--- src/rtl/mem_pkg.sv ---
`default_nettype none
// ============================================================================
// mem_pkg: widths and transfer-mode encoding shared by the data-memory slice.
// Revision: 1.0
// ============================================================================
package mem_pkg;

  localparam int ADDR_W = 6;
  localparam int DATA_W = 16;
  localparam int LEN_W  = ADDR_W + 1;

  typedef enum logic {
    COPY = 1'b0,
    FILL = 1'b1
  } xfer_mode_e;

endpackage
`default_nettype wire

--- src/rtl/mem_copy_engine_if.sv ---
`default_nettype none
// ============================================================================
// mem_copy_engine_if: single-port data-memory bus between initiator and memory.
// Revision: 1.0
// ============================================================================
interface mem_copy_engine_if;
  import mem_pkg::*;

  logic [ADDR_W-1:0] mem_addr;
  logic [DATA_W-1:0] mem_write_data;
  logic              mem_read;
  logic              mem_write;
  logic [DATA_W-1:0] mem_read_data;

  modport master (
    output mem_addr,
    output mem_write_data,
    output mem_read,
    output mem_write,
    input  mem_read_data
  );

  modport slave (
    input  mem_addr,
    input  mem_write_data,
    input  mem_read,
    input  mem_write,
    output mem_read_data
  );

endinterface
`default_nettype wire

--- src/rtl/mem_copy_engine.sv ---
`default_nettype none
// ============================================================================
// mem_copy_engine: block COPY (src->dst) / FILL (constant->dst) bus initiator.
// Revision: 1.0
// ============================================================================
module mem_copy_engine
  import mem_pkg::*;
(
  input  logic              clk,
  input  logic              rst_n,
  input  logic              start,
  input  xfer_mode_e        mode,
  input  logic [ADDR_W-1:0] src_addr,
  input  logic [ADDR_W-1:0] dst_addr,
  input  logic [LEN_W-1:0]  length,
  input  logic [DATA_W-1:0] fill_value,
  input  logic              abort,
  mem_copy_engine_if.master mem,
  output logic              busy,
  output logic              done,
  output logic [LEN_W-1:0]  words_done
);

  typedef enum logic [1:0] {
    IDLE = 2'd0,
    RD   = 2'd1,
    WR   = 2'd2,
    FIN  = 2'd3
  } copy_state_e;

  copy_state_e       r_state;
  copy_state_e       w_state_nxt;
  xfer_mode_e        r_mode;
  logic [ADDR_W-1:0] r_src;
  logic [ADDR_W-1:0] r_dst;
  logic [LEN_W-1:0]  r_len;
  logic [LEN_W-1:0]  r_idx;
  logic [LEN_W-1:0]  r_words;
  logic [DATA_W-1:0] r_fill;
  logic              w_last;
  logic              w_accept;

  assign w_last   = (r_idx + LEN_W'(1)) == r_len;
  assign w_accept = (r_state == IDLE) && start;

  always_ff @(posedge clk or negedge rst_n) begin
    if (!rst_n) begin
      r_state <= IDLE;
    end else begin
      r_state <= w_state_nxt;
    end
  end

  always_comb begin
    w_state_nxt = r_state;
    case (r_state)
      IDLE: begin
        if (start) begin
          if (length == '0)       w_state_nxt = FIN;
          else if (mode == COPY)  w_state_nxt = RD;
          else                    w_state_nxt = WR;
        end
      end
      RD: begin
        w_state_nxt = abort ? IDLE : WR;
      end
      WR: begin
        if (abort)               w_state_nxt = IDLE;
        else if (w_last)         w_state_nxt = FIN;
        else if (r_mode == COPY) w_state_nxt = RD;
        else                     w_state_nxt = WR;
      end
      FIN: begin
        w_state_nxt = IDLE;
      end
      default: begin
        w_state_nxt = IDLE;
      end
    endcase
  end

  // The WR-edge count also runs on an aborted write, since that write still commits.
  always_ff @(posedge clk or negedge rst_n) begin
    if (!rst_n) begin
      r_mode  <= COPY;
      r_src   <= '0;
      r_dst   <= '0;
      r_len   <= '0;
      r_fill  <= '0;
      r_idx   <= '0;
      r_words <= '0;
    end else if (w_accept) begin
      r_mode  <= mode;
      r_src   <= src_addr;
      r_dst   <= dst_addr;
      r_len   <= length;
      r_fill  <= fill_value;
      r_idx   <= '0;
      r_words <= '0;
    end else if (r_state == WR) begin
      r_idx   <= r_idx + LEN_W'(1);
      r_words <= r_words + LEN_W'(1);
    end
  end

  always_comb begin
    mem.mem_read       = 1'b0;
    mem.mem_write      = 1'b0;
    mem.mem_addr       = '0;
    mem.mem_write_data = '0;
    busy               = 1'b0;
    done               = 1'b0;
    case (r_state)
      RD: begin
        mem.mem_read = 1'b1;
        mem.mem_addr = r_src + ADDR_W'(r_idx);
        busy         = 1'b1;
      end
      WR: begin
        mem.mem_write      = 1'b1;
        mem.mem_addr       = r_dst + ADDR_W'(r_idx);
        mem.mem_write_data = (r_mode == FILL) ? r_fill : mem.mem_read_data;
        busy               = 1'b1;
      end
      FIN: begin
        done = 1'b1;
      end
      default: begin
      end
    endcase
  end

  assign words_done = r_words;

endmodule
`default_nettype wire

--- src/flat_wrapper.sv ---
// flat-port wrapper written by rule: the top's interface ports become plain ports
module mem_copy_engine_flat import mem_pkg::*;
  (clk, rst_n, start, mode, src_addr, dst_addr, length, fill_value, abort, busy, done, words_done, mem_mem_addr, mem_mem_write_data, mem_mem_read, mem_mem_write, mem_mem_read_data);
  mem_copy_engine_if mem_i ();
  input  logic clk;
  input  logic rst_n;
  input  logic start;
  input  xfer_mode_e mode;
  input  logic [ADDR_W-1:0] src_addr;
  input  logic [ADDR_W-1:0] dst_addr;
  input  logic [LEN_W-1:0] length;
  input  logic [DATA_W-1:0] fill_value;
  input  logic abort;
  output logic busy;
  output logic done;
  output logic [LEN_W-1:0] words_done;
  output wire logic [$bits(mem_i.mem_addr)-1:0] mem_mem_addr;
  output wire logic [$bits(mem_i.mem_write_data)-1:0] mem_mem_write_data;
  output wire logic [$bits(mem_i.mem_read)-1:0] mem_mem_read;
  output wire logic [$bits(mem_i.mem_write)-1:0] mem_mem_write;
  input wire logic [$bits(mem_i.mem_read_data)-1:0] mem_mem_read_data;
  assign mem_mem_addr = mem_i.mem_addr;
  assign mem_mem_write_data = mem_i.mem_write_data;
  assign mem_mem_read = mem_i.mem_read;
  assign mem_mem_write = mem_i.mem_write;
  assign mem_i.mem_read_data = mem_mem_read_data;
  mem_copy_engine u_core (.clk(clk), .rst_n(rst_n), .start(start), .mode(mode), .src_addr(src_addr), .dst_addr(dst_addr), .length(length), .fill_value(fill_value), .abort(abort), .mem(mem_i), .busy(busy), .done(done), .words_done(words_done));
endmodule
--- config.mk ---
export PLATFORM = sky130hd
export DESIGN_NAME = mem_copy_engine_flat
export DESIGN_NICKNAME = d
export VERILOG_FILES = /design/src/rtl/mem_pkg.sv /design/src/rtl/mem_copy_engine_if.sv /design/src/rtl/mem_copy_engine.sv /design/src/flat_wrapper.sv
export SDC_FILE = /design/constraint.sdc
export NUM_CORES = 1
export LEC_CHECK = 0
export CAP_MARGIN = 20
export CORE_MARGIN = 2
export CORE_UTILIZATION = 40
export DETAILED_ROUTE_END_ITERATION = 8
export PLACE_DENSITY = 0.72
export SETUP_SLACK_MARGIN = 0.1
export SYNTH_ARGS = -nofsm -noshare
export SYNTH_HDL_FRONTEND = slang
export SYNTH_SLANG_ARGS = --single-unit
--- constraint.sdc ---
create_clock -name clk -period 3.2 [get_ports clk]
set_clock_uncertainty 0.15 [all_clocks]
set_input_delay 0.64 -clock clk [delete_from_list [all_inputs] [get_ports clk]]
set_output_delay 0.64 -clock clk [all_outputs]
set_load 0.02 [all_outputs]
* Yosys cells after proc, flatten, opt, wreduce, memory -nomap -nowiden
Cells that the tools add are included.
Word-level totals: flip-flop bits (word level) 52, logic and storage cells 41, output and inout bits 33, bits of input ports 56
Operators by class: reductions and logical operators 5, equal/unequal tests 5, $add $sub $neg 4, multiplexer cells 19
Operators with widths (number):
- $mux W16 | 2
- $mux W7 | 4
- $add A7 B1 Y7 const B | 2
- $mux W2 | 7
- $add A6 B6 Y6 | 2
- $pmux W6 S2 | 1
- $pmux W2 S4 | 1
- $eq A7 B7 Y1 | 1
- $logic_not A7 Y1 | 1
- $eq A2 B2 Y1 const B | 2
- $mux W1 | 4
- $eq A2 B1 Y1 const B | 1
- $logic_not A2 Y1 | 1
- $ne A2 B2 Y1 const B | 1
- $reduce_bool A2 Y1 | 1
- $reduce_or A2 Y1 | 1
- $logic_and A1 B1 Y1 | 1

* Depth between registers and ports, before layout
depth after elaboration 5, depth in mapped cells 11, depth with buffers taken out 9

* Worst setup path before layout
Ideal clock, no wire load.
kind register to output, start reg u_core.r_state[0], end out mem_mem_addr[4], setup slack -0.445 ns, required time 2.410 ns, arrival time 2.855 ns, stages on the path, launching flop included 12, path buffers 2, path through dfrtp_1 -> inv_1 -> ha_1 -> clkbuf_1 -> buf_2 -> mux2_2 -> ha_1 -> fa_1 -> a21o_1 -> a21oi_1 -> xnor2_1 -> and2_1
On the way: longest elaborated chain between the ends 2, elaborated cells between the ends (all ways) 3, those cells by class eq/ne (2); mux (1)
Ends and longest elaborated chain:
- start, declared | line mem_copy_engine.sv:31 | copy_state_e r_state;
- start signal, assigned | line mem_copy_engine.sv:50 | r_state <= w_state_nxt;
- $eq A2 B2 Y1 or $eq A2 B1 Y1 (tied branches) | line mem_copy_engine.sv:113 | case (r_state)
- $pmux W6 S2 (*) | line mem_copy_engine.sv:113
- end, declared | line flat_wrapper.sv:17 | output wire logic [$bits(mem_i.mem_addr)-1:0] mem_mem_addr;
Every way passes the cells marked *; elsewhere a longest branch is shown, timed or not.

* Worst setup path in the final report
start reg u_core.r_state[0], end out mem_mem_addr[5]
Same word-level chain as after synthesis.

==> impl_metrics.toml <==
[floorplanning]
initial_core_util = 0.410
die_w_microns = 89.7
die_area_sq_mm = 0.00805
core_sq_mm = 0.00718
die_h_microns = 89.7
ios = 89
fp-row-count = 31

[timing]
hold_viol = 0
hold_ws_ns = 0.225
max_freq_mhz = 305
layout_setup_ws_ns = -0.0785
setup_viol = 3
relSlewSlack = 0.537
period_needed_ns = 3.28
finalSetupTns_ns = -0.157
rsz0062_at_grt = "yes"
finalMaxSlewViolations = 0
fin_crit_sh = 1.02
worst_pin_slew_ns = 0.694

[clocking]
cts_inserted_buffers = 5
cts-root-buf = "clkbuf_8"
cts_hold_buf = 0
clk_pin_slew_ns = 0.09
clk_path_buf_depth = 2
cts_tree = "yes"
cts.sinks = 52
htree_num_levels = 2
insertion_delay_ns = 0.30

[grt]
grt_usage = 0.176
grt_pass1_wl_microns = 11500
antenna_found_initial = 0
grt_max_degree = 33
grt_pass1_vias = 2462
grt_overflow = 0

[setup_path]
path_delay_family = "compound AO/OA/AOI/OAI gates"
cp-end-kind = "output pin"
cp.required_ns = 2.41
crit_chain = "inv_2 > ha_4 > mux2_2 > ha_1 > a21o_1 > a21oi_2 > o21ai_1 > xnor2_1 > and2_4 > buf_4"
start_kind = "flip-flop"
cp_max_fo = 4
worst-path-buf-inv = 2
slowest_delay_ns = 0.40
critPathKind = "flip-flop to output pin"
crit_slowest_cell = "dfrtp_1"
worstPathArrival_ns = 2.49

[pwr]
powerDensity_mw_per_mm2 = 896
ir_drop_uv = 393
p_total_uw = 3720
power.leakage_uw = 0.00196

[status]
violations = "negative setup slack"
status = "finished with violations"

[synth]
synth_compound_area_frac = 0.0460
synthMuxAreaShare = 0.0838
synth_cell_types = 33
synthAdderAreaFrac = 0.0579
yosysTopAreaCell = "dfrtp_1"
synthTopCellsByArea = "dfrtp_1 (44%), nand2_1 (15%), mux2i_1 (6.5%)"
syn_avg_cell_area_sq_um = 8.94
ys_seq_elements = 52
netlist_instances = 329
syn-num-nets = 398
synth_warnings = 0
ys_seq_area_frac = 0.443
synth_area_sq_mm = 0.00294
synth_top_area_share = 0.443
synthSimpleGateAreaFrac = 0.258
yosys.area_share.xor_xnor = 0.0834
synth_top_family_by_area = "simple AND/OR/NAND/NOR gates"

[layout]
fillers = 651
seq_area_sq_mm = 0.00130
mostFrequentLayoutCells = "nand2_1 (115), clkdlybuf4s50_1 (82), dfrtp_1 (52)"
drive_above_1_share = 0.119
insertedDiodeCount = 0
multi_input_area_sq_mm = 0.00160
postLayoutCellArea_sq_mm = 0.00415
final_common_cell = "nand2_1"
final_net_count = 497
synthToLayoutAreaGrowth_pct = 41.2

[route]
route.detailed.drc = 0
drtIter0Drc = 92
totalWireLength_microns = 6830
first_pass_iters = 4
vias = 2503
via_per_inst = 4.74
final_antenna_net_count = 0
wl_per_cell_microns = 12.9

[place]
gp_congestion = 0.876
dpl-instance-area_sq_mm = 0.00404
hpwl_microns = 5010
pre_cts_ws_ns = -0.234
port_buffers = 88

[job]
max_cap_viol_count = 0

[min_path]
hold_path_class = "input port to asynchronous set/reset pin"
where the power goes:
part | switching [uW] | internal, uW
combinational | 1090 | 1110
clock | 200 | 177
sequential | 217 | 921
area by class of cell:
type | instances | area share
inverter | 3 | 0.00271
tap | 99 | 0.0298
clock buffer | 8 | 0.0217
multi-input combinational | 257 | 0.385
timing repair buffer | 109 | 0.247
sequential | 52 | 0.313
stage by stage:
| step | util | instances |
|---|---|---|
| after global routing | 0.579 | 528 |
| final | 0.579 | 528 |
| after detailed placement | 0.563 | 516 |
| after global placement | 0.563 | 516 |
| after CTS | 0.578 | 526 |
| after floorplan | - | 329 |
state kept, by name (all words and copies together) (netlist names):
| register | flops |
|---|---|
| u_core.r_src | 6 |
| u_core.r_state | 2 |
| u_core.r_idx | 7 |
| u_core.words_done | 7 |
| u_core.r_dst | 6 |
| u_core.r_mode | 1 |
| u_core.r_fill | 16 |
| u_core.r_len | 7 |
worst paths after layout:
kind | startpoint | to | slack (ns) | depth (start not counted)
max in group asynchronous | rst_n | u_core.r_fill[10] | 1.98 | 2
min | rst_n | u_core.r_fill[3] | 0.23 | 1
max reg2reg | u_core.r_state[0] | u_core.r_fill[4] | 1.08 | 8
min reg2reg | u_core.r_fill[3] | u_core.r_fill[3] | 0.33 | 2
min in group clk | u_core.r_fill[3] | u_core.r_fill[3] | 0.33 | 2
max | u_core.r_state[0] | mem_mem_addr[5] | -0.08 | 10
metal layers:
metal,track usage,vias up,wire [microns]
met1,0.223,1185,3090
met4,0.0462,0,87
met5,0,-,0
met2,0.290,57,3250
li1,-,1254,-
met3,0.0578,7,413
repair_timing:
action                     in CTS  in global routing
resized for setup              25                  1
pin swaps                       6                  0
setup buffers                   2                  2
setup endpoints to repair       5                  5
gates cloned                    0                  0
logic make-up after synthesis:
family / Yosys count
buf+inv: 20
mux: 24
xor+xnor: 25
flops: 52
simple gates: 173
compound gates: 22
fa+ha+maj: 13
cell usage after synthesis (all sizes together):
| master | instances |
|---|---|
| a21o | 3 |
| a21oi | 6 |
| a31oi | 3 |
| and2 | 8 |
| and3 | 1 |
| buf | 5 |
| clkbuf | 12 |
| dfrtp | 52 |
| fa | 1 |
| ha | 12 |
| inv | 3 |
| mux2 | 5 |
| mux2i | 19 |
| nand2 | 115 |
| nand2b | 2 |
| nand3 | 4 |
| nand4 | 5 |
| nor2 | 15 |
| nor2b | 17 |
| nor3 | 1 |
| nor4 | 1 |
| o21ai | 8 |
| o41a | 1 |
| o41ai | 1 |
| or3 | 3 |
| or4 | 1 |
| xnor2 | 11 |
| xor2 | 14 |
Power figures use the tool's default switching activity.
==> edit, RTL diff (same settings) <==
Set the package constant `DATA_W` to 32 (it was 16).
--- a/src/rtl/mem_pkg.sv
+++ b/src/rtl/mem_pkg.sv
@@ -8,3 +8,3 @@
   localparam int ADDR_W = 6;
-  localparam int DATA_W = 16;
+  localparam int DATA_W = 32;
   localparam int LEN_W  = ADDR_W + 1;
Interface: changed (resized fill_value, mem_mem_read_data and mem_mem_write_data); port bits go from 89 to 137. No check against the original RTL was run, so the function may have changed too.
==> edit against the original RTL <==
The flow still finishes with violations (setup timing). Highest routed layer unchanged. Largest power group unchanged. Count of clock-buffer cells in the layout up 4. Setup slack worse by 0.033 ns. Critical path depth up 1. Power up 28%. Synthesized area up 28%. Wire length up 48%. Design area up 38%. Sequential cell count up 16.
==> edit: results (changes against the original RTL) <==
stage,metric,value,unit,change
logic_synthesis,synth-xor-area-share,0.05120,,-0.03221
final_layout,layout-drive-gt1-share,0.1214,,+0.002535
final_layout,nets,689,,+39%
logic_synthesis,ys.flop_type,dfrtp_1,,
worst_setup_path,regToRegSetupSlack,0.99,ns,-0.09 ns
pwr,leakage,2.669,nW,+36%
placement,placed_area,0.005385,sq mm,+33%
placement,place.gp.congestion,0.9004,,+2.8%
detailed_routing,route.met3.wl,495,microns,+20%
worst_setup_path,cp.arrival,2.52,ns,+0.03 ns
logic_synthesis,synth.yosys.seq_area_share,0.4521,,+0.009574
logic_synthesis,synth-async-reset-ratio,1.000,,unchanged
logic_synthesis,synth_compound_area_frac,0.03457,,-0.01138
detailed_routing,drtIter0Drc,86,,-6.5%
logic_synthesis,synth_fa_ha_area_frac,0.04521,,-0.01266
worst_setup_path,max_stage_delay,0.40,ns,about the same
worst_setup_path,r2r-end,u_core.r_state[0],,
global_route,use_met2,0.3492,,+0.05883
clock_tree,clockBufferDepth,2,,unchanged
final_layout,largest_reg_flops,32,,+16
outcome,status,"complete, but fails checks",,
clock_tree,clk_pin_slew_worst_paths,0.07,ns,-0.02 ns
worst_setup_path,startpoint,u_core.r_state[0],,
detailed_routing,viasPerCell,4.830,,+1.9%
placement,dpl.hpwl,7.330,mm,+46%
clock_tree,clock_latency,0.33,ns,+0.03 ns
clock_tree,root_buffer,clkbuf_8,,
worst_setup_path,crit_family,adder cells,,
global_route,grt_util_met3,0.03953,,-0.01831
logic_synthesis,synth_area_leaders,"dfrtp_1, nand2_1, mux2i_1, nor2b_1, ha_1",,
global_route,use_met1,0.2665,,+0.04384
timing,max_slew_margin,0.6843,,+0.1469
timing,finalSetupViolCount,2,,-1
logic_synthesis,synth_mux_area_frac,0.1107,,+0.02688
detailed_routing,wirelength,10.15,mm,+48%
final_layout,largest_register,u_core.r_fill,,
global_route,grt_usage,0.2054,,+0.02988
min_path,min_path_type,reg -> reg,,
placement,port_buffers,136,,+55%
timing,post-route-worst-setup-slack,-0.1113,ns,-0.03284 ns
logic_synthesis,synth_common_cells,"nand2_1, dfrtp_1, mux2i_1",,
global_route,grt_start_max_net_pins,51,,+55%
detailed_routing,wl_met2,4.945,mm,+52%
final_layout,diodes,0,,unchanged
clock_tree,cts.htree.levels,3,,+1
clock_tree,numCtsBuffers,9,,+4
worst_setup_path,crit_end,mem_mem_addr[4],,
global_route,grt_pass1_wl,16.70,mm,+45%
logic_synthesis,synth_nets,537,,+35%
pwr,ir_drop,0.0003415,V,-13%
global_route,grt_pass1_vias,3537,,+44%
outcome,violations,setup timing,,
timing,setup_tns,-0.1517,ns,+0.005200 ns
logic_synthesis,synth_cell_type_count,31,,-6.1%
worst_setup_path,r2r_start,u_core.r_idx[1],,
worst_setup_path,reg2reg_depth,7,,-1
detailed_routing,routedLengthMet1,4.587,mm,+49%
placement,pre_cts_ws,-0.2588,ns,-0.02516 ns
detailed_routing,first_pass_iters,4,,unchanged
edit: cell types whose count changed after synthesis, moves of 4 or more:
cell,before,now
and2_1,8,4
a21oi_1,6,10
nor2b_1,17,33
nor2_1,15,21
mux2i_1,19,36
nand2_1,115,166
dfrtp_1,52,68
edit: power by group:
part,internal (mW),switching (mW),leakage (nW),total [mW]
Sequential,1.20,0.267,0.861,1.47
Clock,0.460,0.317,0.107,0.777
Combinational,1.24,1.26,1.70,2.50
Total,2.90,1.85,2.67,4.75
edit: stage by stage:
stage | hold slack (ns) | std cells | power [mW]
global placement | 0.3091 | 683 | 3.792
CTS | 0.3305 | 702 | 4.726
finish | 0.3303 | 704 | 4.748
floorplan | 0.1944 | 436 | 2.900
detailed placement | 0.3098 | 683 | 3.857
global route | 0.3516 | 704 | 5.103
edit: worst min-delay path by stage:
stage	startpoint	to	slack, ns	cells past startpoint
finish	u_core.r_fill[22]	u_core.r_fill[22]	0.33	2
global route	u_core.r_fill[3]	u_core.r_fill[3]	0.35	2
CTS	u_core.r_dst[2]	u_core.r_dst[2]	0.33	2
detailed placement	u_core.r_dst[2]	u_core.r_dst[2]	0.31	2
global placement	u_core.r_dst[1]	u_core.r_dst[1]	0.31	2
floorplan	rst_n	u_core.r_dst[0]	0.19	0
edit: area by class of cell:
| cell class | count | area [sq um] |
|---|---|---|
| multi-input cells | 341 | 2073 |
| repair buffers | 163 | 1579 |
| flip-flops and latches | 68 | 1703 |
| fillers | 806 | 3466 |
| clock inverters | 4 | 72.57 |
| clock buffers | 12 | 145.1 |
| inverters | 5 | 18.77 |
| well taps | 111 | 138.9 |
edit: what timing repair did:
item                                   4_1_cts  5_1_grt
pin swaps                                    7       10
buffers inserted                             2        3
endpoints found under the hold margin        5        0
resized for setup                           37        6
hold buffers                                 1        0
setup endpoints to repair                    6       19
